## config.mk

```make
export PLATFORM = sky130hd
export DESIGN_NAME = fetch_queue_unit
export DESIGN_NICKNAME = d
export VERILOG_FILES = /design/src/rtl/fetch_queue_unit_pkg.sv /design/src/rtl/fetch_queue_unit_queue.sv /design/src/rtl/fetch_queue_unit.sv
export SDC_FILE = /design/constraint.sdc
export NUM_CORES = 1
export LEC_CHECK = 0
export BUFFER_PORTS_ARGS = -buffer_cell sky130_fd_sc_hd__buf_4
export CORE_ASPECT_RATIO = 2
export CORE_MARGIN = 8
export CORE_UTILIZATION = 45
export CTS_BUF_LIST = sky130_fd_sc_hd__clkbuf_8
export DETAILED_ROUTE_END_ITERATION = 12
export MAX_ROUTING_LAYER = met4
export PLACE_DENSITY = 0.76
export SLEW_MARGIN = 20
export SYNTH_ARGS = -nofsm -noshare
export SYNTH_HDL_FRONTEND = slang
export SYNTH_SLANG_ARGS = --single-unit
```

## constraint.sdc

```tcl
create_clock -name clk -period 5.2 [get_ports clk]
set_clock_uncertainty 0.1 [all_clocks]
set_input_delay 1.04 -clock clk [delete_from_list [all_inputs] [get_ports clk]]
set_output_delay 1.04 -clock clk [all_outputs]
set_load 0.02 [all_outputs]
```

## src/rtl/fetch_queue_unit_pkg.sv

```systemverilog
// Shared constants for the fetch stage: boolean levels, bus width and FSM encoding.
package fetch_queue_unit_pkg;

  localparam logic TRUE       = 1'b1;
  localparam logic FALSE      = 1'b0;
  localparam int   DATA_BUS_W = 32;

  // IDLE: nothing outstanding, WAIT: one read outstanding,
  // DROP: one read outstanding whose data will be thrown away.
  typedef enum logic [1:0] {
    IDLE = 2'd0,
    WAIT = 2'd1,
    DROP = 2'd2
  } fetch_state_t;

endpackage

```

## src/rtl/fetch_queue_unit_queue.sv

```systemverilog
// Circular instruction FIFO. Storage is not reset; only pointers and the
// occupancy counter are. Pop on empty and push on full (without a pop) are ignored.
module inst_queue #(
  parameter int DEPTH = 4,
  parameter int WIDTH = 97
) (
  input  logic                   clk,
  input  logic                   rst,
  input  logic                   push,
  input  logic [WIDTH-1:0]       push_data,
  input  logic                   pop,
  input  logic                   flush,
  output logic [WIDTH-1:0]       head_data,
  output logic [$clog2(DEPTH):0] count,
  output logic                   empty
);

  localparam int PTR_W = $clog2(DEPTH);
  localparam int CNT_W = PTR_W + 1;
  localparam logic [CNT_W-1:0] FULL = CNT_W'(DEPTH);

  logic [WIDTH-1:0] mem [DEPTH];
  logic [PTR_W-1:0] head;
  logic [PTR_W-1:0] tail;
  logic             pop_ok;
  logic             push_ok;

  assign pop_ok  = pop && (count != '0);
  assign push_ok = push && ((count != FULL) || pop_ok);

  // Pointer and occupancy update; pointers wrap naturally since DEPTH is a power of two.
  always_ff @(posedge clk) begin
    if (rst || flush) begin
      head  <= '0;
      tail  <= '0;
      count <= '0;
    end else begin
      if (push_ok) tail <= tail + PTR_W'(1);
      if (pop_ok)  head <= head + PTR_W'(1);
      count <= count + CNT_W'(push_ok) - CNT_W'(pop_ok);
    end
  end

  // Entry storage write.
  always_ff @(posedge clk) begin
    if (push_ok && !flush) mem[tail] <= push_data;
  end

  assign head_data = mem[head];
  assign empty     = (count == '0);

endmodule

```

## src/rtl/fetch_queue_unit.sv

```systemverilog
// Instruction fetch stage: keeps one ICache read in flight, follows the branch
// predictor's next PC and buffers fetched instructions for the decoder.
module fetch_queue_unit
  import fetch_queue_unit_pkg::*;
#(
  parameter int              XLEN     = DATA_BUS_W,
  parameter int              DEPTH    = 4,
  parameter int              ADDR_W   = 18,
  parameter logic [XLEN-1:0] RESET_PC = '0
) (
  input  logic                   clk,
  input  logic                   rst,
  input  logic                   rdy,
  input  logic                   clr,
  input  logic [XLEN-1:0]        target_pc,
  output logic [XLEN-1:0]        bp_query_pc,
  input  logic [XLEN-1:0]        bp_next_pc,
  input  logic                   bp_taken,
  output logic                   ic_rn,
  output logic [ADDR_W-1:0]      ic_addr,
  input  logic [XLEN-1:0]        ic_inst,
  input  logic                   ic_read_ready,
  output logic                   out_valid,
  output logic [XLEN-1:0]        out_inst,
  output logic [XLEN-1:0]        out_pc,
  output logic [XLEN-1:0]        out_pred_pc,
  output logic                   out_pred_taken,
  input  logic                   out_ready,
  output logic [$clog2(DEPTH):0] queue_count
);

  localparam int ENTRY_W = 3 * XLEN + 1;
  localparam int CNT_W   = $clog2(DEPTH) + 1;
  localparam logic [CNT_W-1:0] FULL = CNT_W'(DEPTH);

  fetch_state_t     state;
  fetch_state_t     state_nxt;
  logic             issue;
  logic             accept;
  logic [XLEN-1:0]  fetch_pc;
  logic [XLEN-1:0]  pend_pc;
  logic [XLEN-1:0]  pend_pred;
  logic             pend_taken;
  logic             q_push;
  logic             q_pop;
  logic             q_flush;
  logic             q_empty;
  logic [ENTRY_W-1:0] q_head;
  logic [CNT_W-1:0] q_count;

  // Next state and issue/accept decisions. IDLE means nothing is in flight, so
  // count < DEPTH is exactly the slot reservation for the new request.
  always_comb begin
    state_nxt = state;
    issue     = FALSE;
    accept    = FALSE;
    case (state)
      IDLE: begin
        if (!clr && (q_count < FULL)) begin
          issue     = TRUE;
          state_nxt = WAIT;
        end
      end
      WAIT: begin
        if (clr) begin
          state_nxt = ic_read_ready ? IDLE : DROP;
        end else if (ic_read_ready) begin
          accept    = TRUE;
          state_nxt = IDLE;
        end
      end
      DROP: begin
        if (ic_read_ready) state_nxt = IDLE;
      end
      default: state_nxt = IDLE;
    endcase
  end

  // FSM state register; rdy low freezes it.
  always_ff @(posedge clk) begin
    if (rst)      state <= IDLE;
    else if (rdy) state <= state_nxt;
  end

  // Fetch PC and ICache request registers.
  always_ff @(posedge clk) begin
    if (rst) begin
      fetch_pc <= RESET_PC;
      ic_rn    <= FALSE;
      ic_addr  <= '0;
    end else if (rdy) begin
      if (clr)        fetch_pc <= target_pc;
      else if (issue) fetch_pc <= bp_next_pc;
      if (issue) begin
        ic_rn   <= TRUE;
        ic_addr <= fetch_pc[ADDR_W-1:0];
      end else if (ic_read_ready && (state != IDLE)) begin
        ic_rn   <= FALSE;
      end
    end
  end

  // Prediction captured alongside the outstanding request.
  always_ff @(posedge clk) begin
    if (rdy && issue) begin
      pend_pc    <= fetch_pc;
      pend_pred  <= bp_next_pc;
      pend_taken <= bp_taken;
    end
  end

  assign bp_query_pc = fetch_pc;

  // A flush wins over both the push of a same-cycle response and a same-cycle pop.
  assign q_push  = rdy && accept;
  assign q_pop   = rdy && !clr && out_ready && !q_empty;
  assign q_flush = rdy && clr;

  inst_queue #(
    .DEPTH (DEPTH),
    .WIDTH (ENTRY_W)
  ) u_queue (
    .clk       (clk),
    .rst       (rst),
    .push      (q_push),
    .push_data ({ic_inst, pend_pc, pend_pred, pend_taken}),
    .pop       (q_pop),
    .flush     (q_flush),
    .head_data (q_head),
    .count     (q_count),
    .empty     (q_empty)
  );

  assign {out_inst, out_pc, out_pred_pc, out_pred_taken} = q_head;
  assign out_valid   = !q_empty;
  assign queue_count = q_count;

  // The ICache must never answer while no request is outstanding.
  a_no_idle_response: assert property (@(posedge clk) disable iff (rst)
    !(rdy && ic_read_ready && (state == IDLE)));

endmodule

```

; After elaboration in Yosys (flattened, before gate mapping)
; Memories as Yosys holds them, arrays and structs flattened. A register that Yosys moved wholly into a read port is not among the register bits.
; Index checks and enable logic that the tools add are counted.
[classes]
add_sub_neg = 4
mul = 0
div = 0
order_cmp = 1
n_eq_ne = 4
shifts = 0
muxes = 18
bitwise_logic = 0
reduce_logical = 26
[ops]
columns = operator, count
row1 = $mux W32, 2
row2 = $mux W2, 6
row3 = $logic_and A1 B1 Y1, 11
row4 = $mux W1, 9
row5 = $reduce_and A2 Y1, 4
row6 = $pmux W2 S3, 1
row7 = $reduce_bool A2 Y1, 3
row8 = $add A2 B1 Y2 const B, 2
row9 = $add A3 B1 Y3, 1
row10 = $logic_not A1 Y1, 3
row11 = $logic_not A3 Y1, 1
row12 = $lt A3 B3 Y1 const B, 1
row13 = $ne A3 B3 Y1 const B, 1
row14 = $reduce_bool A3 Y1, 1
row15 = $sub A3 B1 Y3, 1
row16 = $eq A2 B1 Y1 const B, 1
row17 = $eq A2 B2 Y1 const B, 1
row18 = $logic_not A2 Y1, 1
row19 = $logic_or A1 B1 Y1, 2
row20 = $ne A2 B2 Y1 const B, 1
[totals]
regBits = 125
latchBits = 0
ramBits = 388
romBits = 0
inputBits = 103
output_inout_bits = 152
n_memories = 1
[mem_list]
columns = memory, words, word_bits, rd, rd_clocked_by_memory_dff, wr, line
row1 = u_queue.mem, 4, 97, 1, 1, 1, fetch_queue_unit_queue.sv:22  ; logic [WIDTH-1:0] mem [DEPTH];

; Logic depth before layout (Yosys ltp)
[logic_depth]
depth_word = 10
depth_mapped = 12

; By module
; From an unflattened synthesis, not the netlist that was laid out.
[unflattened]
hier_cells = 868
area_unflattened_um2 = 18883.1
[by_module_without_submodules]
columns = module, instances, cells_each, area_per_inst_um2, seq_area_each_um2
row1 = inst_queue, 1, 555, 14458.9, 11831.3
row2 = fetch_queue_unit, 1, 313, 4424.2, 3012.9

; Worst setup path before layout
; OpenSTA, ideal clock, no wires.
[synth_timing]
path_kind = input port to flip-flop
from = in clr
to = reg pend_pc[0] (enable)
setup_time_ns = 0.490
arrival_time_ns = 4.195
required_ns = 4.610
path_slack_ns = 0.415
path_stages = 4
n_path_buf = 2
path_cell_list = buf_6 -> nand2b_4 -> clkbuf_1 -> nor2_1
[synth_via]
elab_chain_cells = 5
[synth_lines]
columns = element, line
row1 = "start, declared", fetch_queue_unit.sv:14  ; input logic clr,
row2 = $logic_not A1 Y1, fetch_queue_unit.sv:59  ; if (!clr && (q_count < FULL)) begin
row3 = $logic_and A1 B1 Y1, fetch_queue_unit.sv:59
row4 = $mux W1, fetch_queue_unit.sv:59
row5 = $mux W1, fetch_queue_unit.sv:57  ; case (state)
row6 = $logic_and A1 B1 Y1, fetch_queue_unit.sv:105  ; if (rdy && issue) begin
row7 = "end signal, assigned", fetch_queue_unit.sv:106  ; pend_pc <= fetch_pc;
row8 = "end, declared", fetch_queue_unit.sv:41  ; logic [XLEN-1:0] pend_pc;
; No other way between the ends.
; A chain may end at the register's enable or synchronous reset.

==> impl_metrics.tcl <==
set metrics [dict create \
    synth.most_common_cell "edfxtp_1" \
    numCtsBuffers 69 \
    power.total_mw 8.08 \
    antenna_found_initial 3 \
    post_dp_cell_area_um2 21600 \
    cts_resized 0 \
    outcome "finished clean" \
    grt_pass1_wl_um 63400 \
    core_area_um2 41800 \
    clkLatencyLatePin_ns 0.59 \
    ant_nets 0 \
    die_w_um 162 \
    syn_to_final_growth_pct 20.8 \
    dieArea_um2 49600 \
    endpoint_kind "primary output" \
    drv_cap 0 \
    htree_levels 3 \
    p_leak_nw 7.95 \
    initial_utilization_pct 45.6 \
    final_util_pct 55.1 \
    synth-edff-count 453 \
    path_class "register to primary output" \
    period_share_pct 73.6 \
    fin_nets 1312 \
    synth_nets 1024 \
    final_hold_viol_count 0 \
    vdd_drop_max_v 0.000221 \
    clock-root-buffer "clkbuf_8" \
    via_count 9516 \
    wl_per_cell_um 23.7 \
    grt_overflow 0 \
    ys_types 39 \
    fin_crit_ns 3.83 \
    firstDrtPassIters 5 \
    num_rows 106 \
    drtIter0Drc 448 \
    postLayoutCellArea_um2 23000 \
    cts_tree "done" \
    dp_slack_ns 1.21 \
    cts.clk_slew.worst_paths_ns 0.07 \
    postCtsSetupRepairBufs 0 \
    syn_inst 914 \
    dp_cells 1671 \
    maxSlewHeadroom_pct 29.2 \
    grt_pass1_vias 10369 \
    grt_max_degree 94 \
    grtUsageTotal_pct 17.7 \
    yosys_register_bits 515 \
    rsz0062_at_grt "no" \
    avgSynthCellArea_um2 20.9 \
    cts_sinks 515 \
    drive_above_1_share_pct 40.9 \
    setup-violations-final 0 \
    synthArstFlopShare_pct 0 \
    cp-start-kind "register" \
    routed_via_density 5.28 \
    holdBufCountCts 0 \
    place.port_buffers 254 \
    synth_top_area_share_pct 71.3 \
    layout.cells.non_filler 1802 \
    holdCritPathClass "register to register" \
    globalplace.congestion 0.800 \
    critPathArrivalTime_ns 2.69 \
    maxSlewViolCount 0 \
    drc_errors 0 \
    die_h_um 307 \
    yosysWarnings 0 \
    crit_fanout 31 \
    yosys-top-cells-area "edfxtp_1 71%, mux4_2 11%, dfxtp_1 6.5%, mux2i_1 1.8%, mux2_2 1.7%" \
    setup_ws_ns 1.37 \
    cp.required_ns 4.06 \
    fmax_mhz 261 \
    synthFlopType "edfxtp_1" \
    synth_top_area_cell "edfxtp_1" \
    p_per_area_nw_per_um2 351 \
    fillers 3243 \
    io_pins 255 \
    clockBufferDepth 3 \
    synthTopCellsByCount "453 x edfxtp_1, 97 x mux4_2, 62 x dfxtp_1, 37 x nor2_1" \
    worst_pin_slew_ns 1.06 \
    hold_slack_ns 0.353 \
    final.setup.tns_ns 0 \
    hpwl_um 29000 \
    drt_wl_total_um 42800 \
    synth.cell_area_um2 19100 \
    yosysSeqAreaShare_pct 77.8 \
]
==> layer usage <==
layer  up-vias  global-route usage, %  routed length (um)
li1       4242                      -                   -
met1      4855                   18.3               15000
met2       334                   31.0               23300
met3        85                   3.68                2450
met4         0                   9.86                2030
met5         -                      -                   0
==> area by class of cell <==
cell class | count | area, um2 | area share, %
Sequential cell | 515 | 14900 | 64.5
Multi-Input combinational cell | 341 | 3940 | 17.1
Timing Repair Buffer | 269 | 2080 | 9.04
Clock buffer | 73 | 1000 | 4.36
Tap cell | 540 | 676 | 2.93
Clock inverter | 54 | 443 | 1.92
Inverter | 6 | 22.5 | 0.0978
Antenna cell | 4 | 10.0 | 0.0435
==> cell usage in the layout, fill, tap and decap left out, types with 2 or more instances in the layout <==
| cell | n |
|---|---|
| nor2_1 | 36 |
| mux2_1 | 3 |
| a21oi_1 | 24 |
| dfxtp_4 | 2 |
| diode_2 | 4 |
| mux4_2 | 97 |
| clkinvlp_4 | 7 |
| or3_1 | 2 |
| clkinv_1 | 11 |
| bufinv_16 | 7 |
| inv_1 | 14 |
| nor2b_1 | 34 |
| nand2_1 | 6 |
| buf_4 | 264 |
| a21o_1 | 2 |
| nand2b_1 | 2 |
| mux2_2 | 29 |
| edfxtp_1 | 453 |
| ha_1 | 6 |
| o21ai_0 | 21 |
| mux2i_1 | 35 |
| and2_4 | 4 |
| nand3_1 | 19 |
| clkbuf_8 | 73 |
| and2_1 | 2 |
| clkinv_2 | 20 |
| buf_12 | 5 |
| nor3_1 | 2 |
| dfxtp_1 | 60 |
==> flip-flops by register name (all words and copies together) (netlist names), named ones only <==
signal         count
ic_addr           18
u_queue.mem      388
state              2
u_queue.head       2
ic_rn              1
u_queue.count      3
pend_pc           32
u_queue.tail       2
bp_query_pc       32
pend_pred         32
pend_taken         1
==> power breakdown <==
| part | total [mW] | switching (mW) | internal (mW) |
|---|---|---|---|
| Clock | 3.12 | 1.45 | 1.67 |
| Sequential | 4.62 | 0.0621 | 4.56 |
| Combinational | 0.335 | 0.186 | 0.149 |
==> kinds of logic (layout without fill, tap and decap cells) <==
group	count (synthesis)	count (layout)	synth area share (%)
buffers and inverters	58	402	1.67
other	0	4	0
AOI/OAI and AO/OA	52	52	1.46
DFF	515	515	77.8
xor gates and xnor gates	1	1	0.0459
muxes	164	164	15.2
adders and majority gates	7	7	0.499
and+or+nand+nor	117	117	3.31
==> critical path, cell delays in order (launching register included) <==
cell     delay [ns]
dfxtp_4        0.78
buf_4          0.50
mux4_2         0.61
buf_4          0.19
==> final timing paths <==
check        slack (ns)             from                  to  depth (start not counted)
max reg2reg        2.36         state[0]  u_queue.mem[0][14]                          4
max                1.37         register           out_pc[3]                          3
min                0.35  bp_query_pc[29]         pend_pc[29]                          0
min reg2reg        0.35  bp_query_pc[29]         pend_pc[29]                          0
Note: power is estimated with default switching activity, not from simulation.
